File: config.mk
export PLATFORM = sky130hd
export DESIGN_NAME = magic_button_ctrl_flat
export DESIGN_NICKNAME = d
export VERILOG_FILES = /design/src/rtl/magic_button_ctrl_if.sv /design/src/rtl/magic_button_ctrl.sv /design/src/flat_wrapper.sv
export SDC_FILE = /design/constraint.sdc
export NUM_CORES = 1
export LEC_CHECK = 0
export CAP_MARGIN = 15
export CORE_UTILIZATION = 60
export CTS_CLUSTER_SIZE = 14
export DETAILED_ROUTE_END_ITERATION = 16
export PLACE_DENSITY_LB_ADDON = 0.05
export SYNTH_ARGS = -nofsm -noshare
export SYNTH_HDL_FRONTEND = slang
export SYNTH_SLANG_ARGS = --single-unit
File: constraint.sdc
create_clock -name clk28 -period 3.5 [get_ports clk28]
set_input_delay 0.875 -clock clk28 [delete_from_list [all_inputs] [get_ports clk28]]
set_output_delay 0.875 -clock clk28 [all_outputs]
set_load 0.02 [all_outputs]
File: src/rtl/magic_button_ctrl_if.sv
// Signal bundle between the front panel / keyboard / NMI side and the magic button controller.
// The master drives the raw inputs; the slave is the controller itself.
interface magic_button_ctrl_if;
    logic btn_n;
    logic hotkey;
    logic n_int;
    logic magic_mode;
    logic magic_button;
    logic reset_req;
    logic req_timeout;
    logic btn_pressed;

    modport master (
        output btn_n, hotkey, n_int, magic_mode,
        input  magic_button, reset_req, req_timeout, btn_pressed
    );

    modport slave (
        input  btn_n, hotkey, n_int, magic_mode,
        output magic_button, reset_req, req_timeout, btn_pressed
    );
endinterface

File: src/rtl/magic_button_ctrl.sv
// Magic button controller: debounces the front-panel button, separates short and long presses,
// and issues a magic request that holds until acknowledged by magic_mode or timed out on frame edges.
module magic_button_ctrl #(
    parameter int DEBOUNCE_CYCLES    = 140000,
    parameter int LONG_FRAMES        = 100,
    parameter int REQ_TIMEOUT_FRAMES = 10
) (
    input  logic               clk28,
    input  logic               rst_n,
    magic_button_ctrl_if.slave bus
);
    localparam int DB_W      = (DEBOUNCE_CYCLES > 1) ? $clog2(DEBOUNCE_CYCLES) : 1;
    localparam int FRAME_MAX = (LONG_FRAMES > REQ_TIMEOUT_FRAMES) ? LONG_FRAMES : REQ_TIMEOUT_FRAMES;
    localparam int FR_W      = $clog2(FRAME_MAX + 1);

    localparam logic [DB_W-1:0] DB_LAST   = DB_W'(DEBOUNCE_CYCLES - 1);
    localparam logic [FR_W-1:0] LONG_LAST = FR_W'(LONG_FRAMES - 1);
    localparam logic [FR_W-1:0] TMO_LAST  = FR_W'(REQ_TIMEOUT_FRAMES - 1);
    localparam logic [FR_W-1:0] FR_SAT    = '1;

    typedef enum logic [2:0] {
        IDLE,
        HELD,
        LONG,
        REQUEST,
        WAIT_EXIT
    } state_e;

    state_e          state_q, state_d;
    logic            sync1_q, sync1_d;
    logic            sync2_q, sync2_d;
    logic [DB_W-1:0] db_cnt_q, db_cnt_d;
    logic            btn_pressed_q, btn_pressed_d;
    logic            btn_prev_q, btn_prev_d;
    logic            nint_q, nint_d;
    logic [FR_W-1:0] frame_cnt_q, frame_cnt_d;
    logic            magic_button_q, magic_button_d;
    logic            reset_req_q, reset_req_d;
    logic            req_timeout_q, req_timeout_d;

    logic btn_level;
    logic btn_rise;
    logic btn_fall;
    logic frame_edge;

    always_comb begin
        // NOTE: every signal gets a default before any branch, so no path can infer a latch.
        sync1_d        = bus.btn_n;
        sync2_d        = sync1_q;
        btn_level      = ~sync2_q;
        btn_pressed_d  = btn_pressed_q;
        db_cnt_d       = db_cnt_q;
        btn_prev_d     = btn_pressed_q;
        nint_d         = bus.n_int;
        state_d        = state_q;
        reset_req_d    = 1'b0;
        req_timeout_d  = 1'b0;

        if (btn_level == btn_pressed_q) begin
            db_cnt_d = '0;
        end else if (db_cnt_q == DB_LAST) begin
            btn_pressed_d = ~btn_pressed_q;
            db_cnt_d      = '0;
        end else begin
            db_cnt_d = db_cnt_q + 1'b1;
        end

        btn_rise   = btn_pressed_q & ~btn_prev_q;
        btn_fall   = ~btn_pressed_q & btn_prev_q;
        frame_edge = nint_q & ~bus.n_int;

        case (state_q)
            IDLE: begin
                if (bus.magic_mode)  state_d = WAIT_EXIT;
                else if (btn_rise)   state_d = HELD;
                else if (bus.hotkey) state_d = REQUEST;
            end
            HELD: begin
                if (btn_fall) begin
                    state_d = REQUEST;
                end else if (frame_edge && frame_cnt_q == LONG_LAST) begin
                    state_d     = LONG;
                    reset_req_d = 1'b1;
                end
            end
            LONG: begin
                if (btn_fall) state_d = IDLE;
            end
            REQUEST: begin
                // Acknowledge outranks a timeout landing on the same frame edge.
                if (bus.magic_mode) begin
                    state_d = WAIT_EXIT;
                end else if (frame_edge && frame_cnt_q == TMO_LAST) begin
                    state_d       = IDLE;
                    req_timeout_d = 1'b1;
                end
            end
            WAIT_EXIT: begin
                if (!bus.magic_mode) state_d = IDLE;
            end
            default: state_d = IDLE;
        endcase

        if (state_d != state_q)
            frame_cnt_d = '0;
        else if (frame_edge && frame_cnt_q != FR_SAT)
            frame_cnt_d = frame_cnt_q + 1'b1;
        else
            frame_cnt_d = frame_cnt_q;

        magic_button_d = (state_d == REQUEST);
    end

    // NOTE: reset is synchronous, so it is tested inside the clocked block rather than listed as an edge.
    always_ff @(posedge clk28) begin
        if (!rst_n) begin
            state_q        <= IDLE;
            sync1_q        <= 1'b1;
            sync2_q        <= 1'b1;
            db_cnt_q       <= '0;
            btn_pressed_q  <= 1'b0;
            btn_prev_q     <= 1'b0;
            nint_q         <= 1'b1;
            frame_cnt_q    <= '0;
            magic_button_q <= 1'b0;
            reset_req_q    <= 1'b0;
            req_timeout_q  <= 1'b0;
        end else begin
            // NOTE: non-blocking assignments make every flop sample pre-edge values, order-independent.
            state_q        <= state_d;
            sync1_q        <= sync1_d;
            sync2_q        <= sync2_d;
            db_cnt_q       <= db_cnt_d;
            btn_pressed_q  <= btn_pressed_d;
            btn_prev_q     <= btn_prev_d;
            nint_q         <= nint_d;
            frame_cnt_q    <= frame_cnt_d;
            magic_button_q <= magic_button_d;
            reset_req_q    <= reset_req_d;
            req_timeout_q  <= req_timeout_d;
        end
    end

    assign bus.magic_button = magic_button_q;
    assign bus.reset_req    = reset_req_q;
    assign bus.req_timeout  = req_timeout_q;
    assign bus.btn_pressed  = btn_pressed_q;
endmodule

File: src/flat_wrapper.sv
// flat-port wrapper written by rule: the top's interface ports become plain ports
module magic_button_ctrl_flat 
#(
    parameter int DEBOUNCE_CYCLES    = 140000,
    parameter int LONG_FRAMES        = 100,
    parameter int REQ_TIMEOUT_FRAMES = 10
)
  (clk28, rst_n, bus_btn_n, bus_hotkey, bus_n_int, bus_magic_mode, bus_magic_button, bus_reset_req, bus_req_timeout, bus_btn_pressed);
  magic_button_ctrl_if bus_i ();
  input  logic clk28;
  input  logic rst_n;
  input wire logic [$bits(bus_i.btn_n)-1:0] bus_btn_n;
  input wire logic [$bits(bus_i.hotkey)-1:0] bus_hotkey;
  input wire logic [$bits(bus_i.n_int)-1:0] bus_n_int;
  input wire logic [$bits(bus_i.magic_mode)-1:0] bus_magic_mode;
  output wire logic [$bits(bus_i.magic_button)-1:0] bus_magic_button;
  output wire logic [$bits(bus_i.reset_req)-1:0] bus_reset_req;
  output wire logic [$bits(bus_i.req_timeout)-1:0] bus_req_timeout;
  output wire logic [$bits(bus_i.btn_pressed)-1:0] bus_btn_pressed;
  assign bus_i.btn_n = bus_btn_n;
  assign bus_i.hotkey = bus_hotkey;
  assign bus_i.n_int = bus_n_int;
  assign bus_i.magic_mode = bus_magic_mode;
  assign bus_magic_button = bus_i.magic_button;
  assign bus_reset_req = bus_i.reset_req;
  assign bus_req_timeout = bus_i.req_timeout;
  assign bus_btn_pressed = bus_i.btn_pressed;
  magic_button_ctrl #(.DEBOUNCE_CYCLES(DEBOUNCE_CYCLES), .LONG_FRAMES(LONG_FRAMES), .REQ_TIMEOUT_FRAMES(REQ_TIMEOUT_FRAMES)) u_core (.clk28(clk28), .rst_n(rst_n), .bus(bus_i));
endmodule
# After elaboration in Yosys (flattened, before gate mapping)
# Index checks and enable logic that the tools add are counted.
[word_totals] ff_bits=36 input_bits=6 elab_cells=56
[classes] add_sub_neg=2 eq_ne=11 muxes=12 n_bitwise=11 reduce_logical=9
[ops] op="two-way mux 3 bit" count=9
[ops] op="adder 18 x 1 -> 18 bit, second input constant" count=1
[ops] op="== test 18 bit, second input constant" count=1
[ops] op="case mux 3 bit (5 select lines)" count=1
[ops] op="== test 3 x 2 -> 1 bit, second input constant" count=3
[ops] op="OR reduction 3 bit" count=3
[ops] op="inverter 1 bit" count=8
[ops] op="adder 7 x 1 -> 7 bit, second input constant" count=1
[ops] op="== test 7 x 4 -> 1 bit, second input constant" count=1
[ops] op="== test 7 bit, second input constant" count=1
[ops] op="inequality test 7 bit, second input constant" count=1
[ops] op="bitwise AND 1 bit" count=3
[ops] op="== test 3 x 1 -> 1 bit, second input constant" count=1
[ops] op="== test 3 bit, second input constant" count=1
[ops] op="logical AND 1 bit" count=3
[ops] op="zero test 3 bit" count=1
[ops] op="inequality test 3 bit" count=1
[ops] op="two-way mux 1 bit" count=2
[ops] op="AND reduction 2 bit" count=1
[ops] op="OR reduction 2 bit" count=1
[ops] op="== test 1 bit" count=1

# Longest topological paths before layout
# Gate-level depths: netlist of the first run.
[logic_depth] word_depth=8 depth_mapped=7 depth_no_buf=7

# Least setup slack after synthesis of the first run
# Ideal clock, no wire load.
[synth_path] kind="input port to flip-flop" start="input bus_n_int" end="register u_core.magic_button_q (netlist: u_core.bus.magic_button)" t_arrival_ps=2150 slack_ps=1235 stages=5 path_buffers=0 cell_sequence="or4b_4 nor4_4 nor2b_1 o31a_1 and2_1"
[synth_via] elab_chain_cells=7 word_cells_on_any_way=10 cone_classes="eq/ne (1); mux (5); bitwise (2); reduce/logical (2)"
[synth_rtl] item="start, declared" line="flat_wrapper.sv:14" text="input wire logic [$bits(bus_i.n_int)-1:0] bus_n_int;"
[synth_rtl] item="inverter 1 bit (*)" line="magic_button_ctrl.sv:70" text="frame_edge = nint_q & ~bus.n_int;"
[synth_rtl] item="bitwise AND 1 bit (*)" line="magic_button_ctrl.sv:70"
[synth_rtl] item="logical AND 1 bit (on tied branches)" line="magic_button_ctrl.sv:93, magic_button_ctrl.sv:81"
[synth_rtl] item="two-way mux 3 bit (on tied branches)" line="magic_button_ctrl.sv:93, magic_button_ctrl.sv:81"
[synth_rtl] item="two-way mux 3 bit (on tied branches)" line="magic_button_ctrl.sv:91, magic_button_ctrl.sv:79"
[synth_rtl] item="case mux 3 bit (5 select lines) (*)" line="magic_button_ctrl.sv:72" text="case (state_q)"
[synth_rtl] item="== test 3 x 2 -> 1 bit (*)" line="magic_button_ctrl.sv:111" text="magic_button_d = (state_d == REQUEST);"
[synth_rtl] item="end signal, assigned" line="magic_button_ctrl.sv:138" text="magic_button_q <= magic_button_d;"
[synth_rtl] item="end, declared" line="magic_button_ctrl.sv:37" text="logic magic_button_q, magic_button_d;"
# Mark *: on every way between the ends. The rest lies on a longest branch, timed or not.
# A chain may end at the register's enable or synchronous reset.

# Final worst setup path of the first run
[layout_path] start="input bus_n_int" end="register u_core.frame_cnt_q[2]"
[layout_via] elab_chain_cells=8 word_cells_on_any_way=12 cone_classes="eq/ne (1); mux (5); bitwise (2); reduce/logical (4)"
[layout_rtl] item="inverter 1 bit (*)" line="magic_button_ctrl.sv:70"
[layout_rtl] item="bitwise AND 1 bit (*)" line="magic_button_ctrl.sv:70"
[layout_rtl] item="logical AND 1 bit (on tied branches)" line="magic_button_ctrl.sv:93, magic_button_ctrl.sv:81"
[layout_rtl] item="two-way mux 3 bit (on tied branches)" line="magic_button_ctrl.sv:93, magic_button_ctrl.sv:81"
[layout_rtl] item="two-way mux 3 bit (on tied branches)" line="magic_button_ctrl.sv:91, magic_button_ctrl.sv:79"
[layout_rtl] item="case mux 3 bit (5 select lines)" line="magic_button_ctrl.sv:72"
[layout_rtl] item="inequality test 3 bit" line="magic_button_ctrl.sv:104" text="if (state_d != state_q)"
[layout_rtl] item="OR reduction 2 bit (no source line)"
[layout_rtl] item="end signal, assigned" line="magic_button_ctrl.sv:137" text="frame_cnt_q <= frame_cnt_d;"
[layout_rtl] item="end, declared" line="magic_button_ctrl.sv:36" text="logic [FR_W-1:0] frame_cnt_q, frame_cnt_d;"
# Marked as above.

==> results of run 1 <==
## worst register-to-register path, delay by kind of cell, from the launching register on
kind	cells	cell delay, ps
adder cells (fa/ha/maj)	1	170
flip-flops	1	420
AO/OA/AOI/OAI	4	800
AND/OR/NAND/NOR	1	500
## metrics by stage
stage          total power, uW  hold slack, ps
2_1_floorplan              476             386
3_3_place_gp               487             399
3_5_place_dp               490             415
4_1_cts                    714             443
5_1_grt                    732             454
6_report                   708             446
## cells by family (layout without fill, tap and decap cells)
family | Yosys count | in the layout | synth area share, %
AO/OA/AOI/OAI | 14 | 14 | 6.32
AND/OR/NAND/NOR | 99 | 99 | 33.2
multiplexers | 1 | 1 | 0.609
adder cells (fa/ha/maj) | 3 | 3 | 2.29
buffers and inverters | 9 | 21 | 2.51
XOR/XNOR | 21 | 21 | 11.2
flip-flops | 36 | 36 | 43.9
## cells in the mapped netlist (2+ instances only)
| library cell | n | area (sq um) |
|---|---|---|
| sky130_fd_sc_hd__dfxtp_1 | 36 | 721 |
| sky130_fd_sc_hd__nor2_1 | 35 | 131 |
| sky130_fd_sc_hd__xor2_1 | 13 | 114 |
| sky130_fd_sc_hd__nand3_1 | 10 | 50.1 |
| sky130_fd_sc_hd__nand2_1 | 8 | 30.0 |
| sky130_fd_sc_hd__xnor2_1 | 8 | 70.1 |
| sky130_fd_sc_hd__and3_1 | 7 | 43.8 |
| sky130_fd_sc_hd__nand4_1 | 6 | 37.5 |
| sky130_fd_sc_hd__nor3_1 | 5 | 25.0 |
| sky130_fd_sc_hd__and2_1 | 4 | 25.0 |
| sky130_fd_sc_hd__inv_1 | 4 | 15.0 |
| sky130_fd_sc_hd__nor2b_1 | 4 | 25.0 |
| sky130_fd_sc_hd__nor4b_1 | 4 | 35.0 |
| sky130_fd_sc_hd__a21oi_1 | 3 | 15.0 |
| sky130_fd_sc_hd__clkbuf_1 | 3 | 11.3 |
| sky130_fd_sc_hd__ha_1 | 3 | 37.5 |
| sky130_fd_sc_hd__nand2b_1 | 3 | 18.8 |
| sky130_fd_sc_hd__o21a_1 | 3 | 22.5 |
| sky130_fd_sc_hd__a211oi_1 | 2 | 15.0 |
| sky130_fd_sc_hd__buf_4 | 2 | 15.0 |
| sky130_fd_sc_hd__nor4_1 | 2 | 12.5 |
| sky130_fd_sc_hd__o31a_1 | 2 | 17.5 |
## flip-flops by register name (all words and copies together) (netlist names)
register	count
u_core.btn_prev_q	1
u_core.bus.btn_pressed	1
u_core.bus.magic_button	1
u_core.bus.req_timeout	1
u_core.bus.reset_req	1
u_core.db_cnt_q	18
u_core.frame_cnt_q	7
u_core.nint_q	1
u_core.state_q	3
u_core.sync1_q	1
u_core.sync2_q	1
## final cells by class
type                       count  area share (%)
inverter                       4           0.833
sequential                    36            40.0
tap                           30            2.08
multi-input combinational    138            48.9
clock buffer                   8            3.26
timing repair buffer           9            5.00
## path summary, 6_finish.rpt
path,start,end,slack (ps),depth (start not counted)
max,bus_n_int,u_core.frame_cnt_q[2],1040,6
min,u_core.sync1_q,u_core.sync2_q,450,1
max reg2reg,u_core.frame_cnt_q[0],u_core.frame_cnt_q[2],1490,6
min reg2reg,u_core.sync1_q,u_core.sync2_q,450,1
## power by group
part | internal (uW) | switching (uW) | leakage (uW)
logic | 26.1 | 27.9 | 0.000309
clock network | 99.1 | 128 | 0.0000326
registers | 417 | 10.4 | 0.000291
## layer usage
layer	vias to the layer above	global-route usage, %	routed length [microns]
met3	5	6.94	105
met4	0	12.0	40
li1	655	-	-
met2	18	35.8	1200
met5	-	0	0
met1	604	27.0	1450
==> results.ini, run 1 <==
[die]
ios = 10
floorplan.die.width_microns = 54.3
fp.dieArea_sq_um = 2950
floorplan.initialDensity_pct = 65.1
placeableCoreArea_sq_um = 2520
row_count = 18
die_h_microns = 54.3

[synthesis]
synth-warning-count = 0
synth_enable_flop_cells = 0
sequential_fraction_of_the_synthesis_area_pct = 43.9
syn_area_sq_um = 1640
syn-instance-count = 183
synth_ff_type = sky130_fd_sc_hd__dfxtp_1
postSynthNetCount = 192
yosys.cell_types.count = 38
avgSynthCellArea_sq_um = 8.98
synth.ff_latch_count = 36
postSynth.asyncResetShare_pct = 0

[sta]
timing.final.max_slew_violations = 0
final_setup_fails = 0
final.min_clock_period_ps = 2460
final_critical_path_setup_slack_ps = 1040
aggregate_negative_setup_slack_ps = 0
transition_time_of_the_tightest_slew_check_pin_ps = 666
clock-skew-final_ps = 5.29
max_clock_freq_mhz = 406
final_critical_path_share_of_the_clock_period_pct = 70.3
slew_headroom_pct = 55.5
grt_setup_unrepaired = no
timing_hold_violations_final = 0

[global_routing]
grt_pass1_vias = 1222
grt_pass1_wl_microns = 4730
globalRoute.totalOverflow = 0
number_of_antenna_violations_at_the_first_check_in_global_routing = 0
track_usage_pct = 22.5
grt_max_degree = 19

[clock_tree]
cts_htree_levels = 2
cts_tree = done
post-cts-setup-buffer-count = 0
cts_sinks = 36
cts_resized = 0
max-clock-path-buffers = 2
clk_latency_ps = 330
path_clk_slew_ps = 100
ctsHoldBuffers = 0
cts_buffers = 5
root_buf_cell = sky130_fd_sc_hd__clkbuf_4

[finish]
summed_area_of_non_filler_cells_in_the_final_layout_sq_um = 1800
ant_cells = 0
syn2layout_area_growth_pct = 9.75
fillerInstances = 189
most_frequent_standard_cell_in_the_layout_excluding_fill_and_tap_cells = sky130_fd_sc_hd__dfxtp_1
final_layout_size_suffix_gt1_share_pct = 5.64
final_cell_mix = sky130_fd_sc_hd__dfxtp_1 (36), sky130_fd_sc_hd__nor2_1 (35), sky130_fd_sc_hd__xor2_1 (13)
combined_area_of_the_multi_input_logic_cells_sq_um = 881
layoutNonFillerInstCount = 225
utilization_after_layout_pct = 71.5
net_count_final = 203
seq_area_sq_um = 721

[placed_design]
place.port_buffers = 9
detailed_place.area_sq_um = 1740
final_hpwl_dp_microns = 2030
placed_cells = 217
gp_weighted_congestion = 0.889
place_ws_ps = 677

[worst_setup_path]
critPathTopFamily = compound AO/OA/AOI/OAI gates
critical-path-slowest-cell = sky130_fd_sc_hd__or4b_4
critPathArrivalTime_ps = 2680
worstSetupStartpointType = input pin
criticalPathCategory = in2reg
crit_path_buf_inv_count = 1
critical_path_required_ps = 3710
crit_path_max_incr_delay_ps = 540
critical_path.max_fanout = 7
worst_setup_path_end_kind = flip-flop
critical_path.cell_chain = clkdlybuf4s50_1 -> or4b_4 -> o21a_1 -> o21bai_1 -> o211ai_2 -> a311oi_1

[route]
ant_nets = 0
drt-initial-drc-count = 15
detail_route.vias_per_cell = 5.70
via_count = 1282
final_wl_microns = 2790
remaining_design_rule_violation_count = 0
average_wire_per_cell_in_the_routed_design_microns = 12.4
pre_repair_dr_iteration_count = 4

[worst_hold_path]
worst_hold_path_type = reg2reg

[job]
drv.max_cap_violation_count = 0

[power_and_ir_drop]
max-vdd-ir-drop_v = 0.000348
power_per_cell_area_nw_per_um2 = 393
cellLeakagePower_uw = 0.000633

[outcome]
run_status = complete, no violations

(Power assumes the default switching activity.)
==> inputs of run 2 (changes only) <==
--- a/config.mk
+++ b/config.mk
@@ -6,7 +6,7 @@
 export NUM_CORES = 1
 export LEC_CHECK = 0
 export CAP_MARGIN = 15
-export CORE_UTILIZATION = 60
+export CORE_UTILIZATION = 57
 export CTS_CLUSTER_SIZE = 14
 export DETAILED_ROUTE_END_ITERATION = 16
 export PLACE_DENSITY_LB_ADDON = 0.05
==> constraint.sdc (replaced) <==
create_clock -name clk28 -period 2.3 [get_ports clk28]
set_input_delay 0.575 -clock clk28 [delete_from_list [all_inputs] [get_ports clk28]]
set_output_delay 0.575 -clock clk28 [all_outputs]
set_load 0.02 [all_outputs]
==> run 2 against run 1 <==
Global-route usage about the same. Flip-flop and latch count unchanged. Largest power group unchanged. Sequential share of layout area down 1.0 points. Largest cell class unchanged. Highest routed layer unchanged. Final cell count up 3.1%.
==> results.ini, run 2 (synthesized netlist as in run 1, its figures left out) <==
[sta]
slew_headroom_pct = 59.8  ; +4.3 points
transition_time_of_the_tightest_slew_check_pin_ps = 598  ; -68.3 ps
hold_slack_ps = 428  ; -17.4 ps
aggregate_negative_setup_slack_ps = 0  ; unchanged
final_setup_fails = 0  ; unchanged
grt_setup_unrepaired = no
final_critical_path_share_of_the_clock_period_pct = 92.7
clock-skew-final_ps = 10.6  ; +5.30 ps
timing.final.max_slew_violations = 0  ; unchanged
max_clock_freq_mhz = 469
final.min_clock_period_ps = 2130
timing_hold_violations_final = 0  ; unchanged

[die]
ios = 10  ; unchanged
die_h_microns = 55.7  ; +2.5%
row_count = 19  ; +1
floorplan.initialDensity_pct = 60.1  ; -5.0 points
placeableCoreArea_sq_um = 2730  ; +8.4%
fp.dieArea_sq_um = 3100  ; +5.1%
floorplan.die.width_microns = 55.7  ; +2.5%

[worst_setup_path]
critPathArrivalTime_ps = 2340  ; -340 ps
worstSetupStartpointType = input pin
critPathLaunch = bus_n_int
crit_cells = 6  ; unchanged
timing.reg2reg.worst_path_depth = 6  ; unchanged
critPathTopFamily = compound AO/OA/AOI/OAI gates
critical_path.max_fanout = 7  ; unchanged
r2r_slack_ps = 260  ; -1230 ps
worst_r2r_startpoint = u_core.frame_cnt_q[0]
criticalPathCategory = in2reg
crit_end = u_core.frame_cnt_q[2]
worst_setup_path_end_kind = flip-flop
crit_path_max_incr_delay_ps = 530  ; about the same
crit_path_buf_inv_count = 1  ; unchanged
critical-path-slowest-cell = sky130_fd_sc_hd__or4b_4
critical_path.cell_chain = clkdlybuf4s50_1 -> or4b_4 -> o21a_1 -> o21bai_1 -> o211ai_2 -> a311oi_1
r2r-end = u_core.frame_cnt_q[2]
critical_path_required_ps = 2510  ; -1200 ps

[clock_tree]
cts_resized = 0  ; unchanged
cts_buffers = 5  ; unchanged
cts_sinks = 36  ; unchanged
ctsHoldBuffers = 0  ; unchanged
post-cts-setup-buffer-count = 0  ; unchanged
cts_htree_levels = 2  ; unchanged
path_clk_slew_ps = 100  ; about the same
cts_tree = done
clk_latency_ps = 330  ; about the same
root_buf_cell = sky130_fd_sc_hd__clkbuf_4
max-clock-path-buffers = 2  ; unchanged

[power_and_ir_drop]
max-vdd-ir-drop_v = 0.000512  ; +47%
cellLeakagePower_uw = 0.000662  ; +4.6%
design_power_total_uw = 1080  ; +53%
power_per_cell_area_nw_per_um2 = 585  ; +49%

[finish]
most_frequent_standard_cell_in_the_layout_excluding_fill_and_tap_cells = sky130_fd_sc_hd__dfxtp_1
syn2layout_area_growth_pct = 12.6
fillerInstances = 220  ; +16%
final_layout_size_suffix_gt1_share_pct = 8.46  ; +2.8 points
largest_register_ff_count = 18  ; unchanged
regMostFlops = u_core.db_cnt_q
ant_cells = 0  ; unchanged
seq_area_sq_um = 721  ; unchanged
combined_area_of_the_multi_input_logic_cells_sq_um = 881  ; unchanged
final_cell_mix = sky130_fd_sc_hd__dfxtp_1 (36), sky130_fd_sc_hd__nor2_1 (35), sky130_fd_sc_hd__xor2_1 (13)
net_count_final = 209  ; +3.0%
biggestRegsByFlops = u_core.db_cnt_q (18), u_core.frame_cnt_q (7), u_core.state_q (3)

[global_routing]
grt_use_met3_pct = 5.58  ; -1.4 points
grt_use_met2_pct = 33.4  ; -2.4 points
track_usage_pct = 22.5  ; about the same
grt_busiest_layer = met2
globalRoute.totalOverflow = 0  ; unchanged
grt_max_degree = 19  ; unchanged
groute.layer.met1.usage_pct = 30.1  ; +3.1 points
number_of_antenna_violations_at_the_first_check_in_global_routing = 0  ; unchanged
grt_pass1_vias = 1262  ; +3.3%
grt_pass1_wl_microns = 5490  ; +16%

[outcome]
run_status = complete, no violations

[placed_design]
gp_weighted_congestion = 0.904  ; +1.7%
place.port_buffers = 9  ; unchanged
final_hpwl_dp_microns = 2180  ; +7.7%

[job]
drv.max_cap_violation_count = 0  ; unchanged

[route]
pre_repair_dr_iteration_count = 4  ; unchanged
remaining_design_rule_violation_count = 0  ; unchanged
via_count = 1290  ; +0.62%
drt-initial-drc-count = 66  ; +51
detail_route.vias_per_cell = 5.56  ; -2.4%
ant_nets = 0  ; unchanged
average_wire_per_cell_in_the_routed_design_microns = 13.0  ; +5.1%
final_wl_microns = 3020  ; +8.3%

[worst_hold_path]
worst_hold_path_type = reg2reg

run 2: worst register-to-register path: stages (launching register included):
cell	delay [ps]
sky130_fd_sc_hd__dfxtp_1	430
sky130_fd_sc_hd__ha_1	190
sky130_fd_sc_hd__or4bb_1	510
sky130_fd_sc_hd__o21a_1	210
sky130_fd_sc_hd__o21bai_1	160
sky130_fd_sc_hd__o211ai_2	340
sky130_fd_sc_hd__a311oi_1	90
run 2: area by class of cell:
type	count	share of cell area (%)
Multi-Input combinational cell	138	47.6
Sequential cell	36	39.0
Timing Repair Buffer	15	7.31
Clock buffer	8	3.18
Tap cell	31	2.10
Inverter	4	0.812
run 2: worst min-delay path by stage:
stage                         startpoint             end  cells after the start
after floorplan           u_core.sync1_q  u_core.sync2_q                      1
after global placement    u_core.sync1_q  u_core.sync2_q                      1
after detailed placement  u_core.sync1_q  u_core.sync2_q                      1
after CTS                 u_core.sync1_q  u_core.sync2_q                      1
after global routing      u_core.sync1_q  u_core.sync2_q                      1
final                     u_core.sync1_q  u_core.sync2_q                      1
run 2: metal layers:
| metal | wire (microns) | up-vias |
|---|---|---|
| met4 | 46 | 0 |
| met5 | 0 | - |
| li1 | - | 669 |
| met1 | 1550 | 588 |
| met3 | 108 | 5 |
| met2 | 1320 | 28 |
run 2: metrics by stage:
step                cell area (sq um)  util (%)  std cells  setup WS, ps
floorplan                        1640         -        183           335
global placement                 1790      65.5        224          -127
detailed placement               1790      65.5        224          -168
CTS                              1850      67.6        232           187
global route                     1850      67.6        232           111
finish                           1850      67.6        232           168
run 2: where the power goes:
part / leakage, uW / internal [uW] / total [uW] / switching [uW]
Clock: 0.0000326 / 151 / 343 / 192
Combinational: 0.000338 / 45.2 / 88.2 / 43.0
Sequential: 0.000291 / 634 / 651 / 17.2
Total: 0.000662 / 830 / 1080 / 252
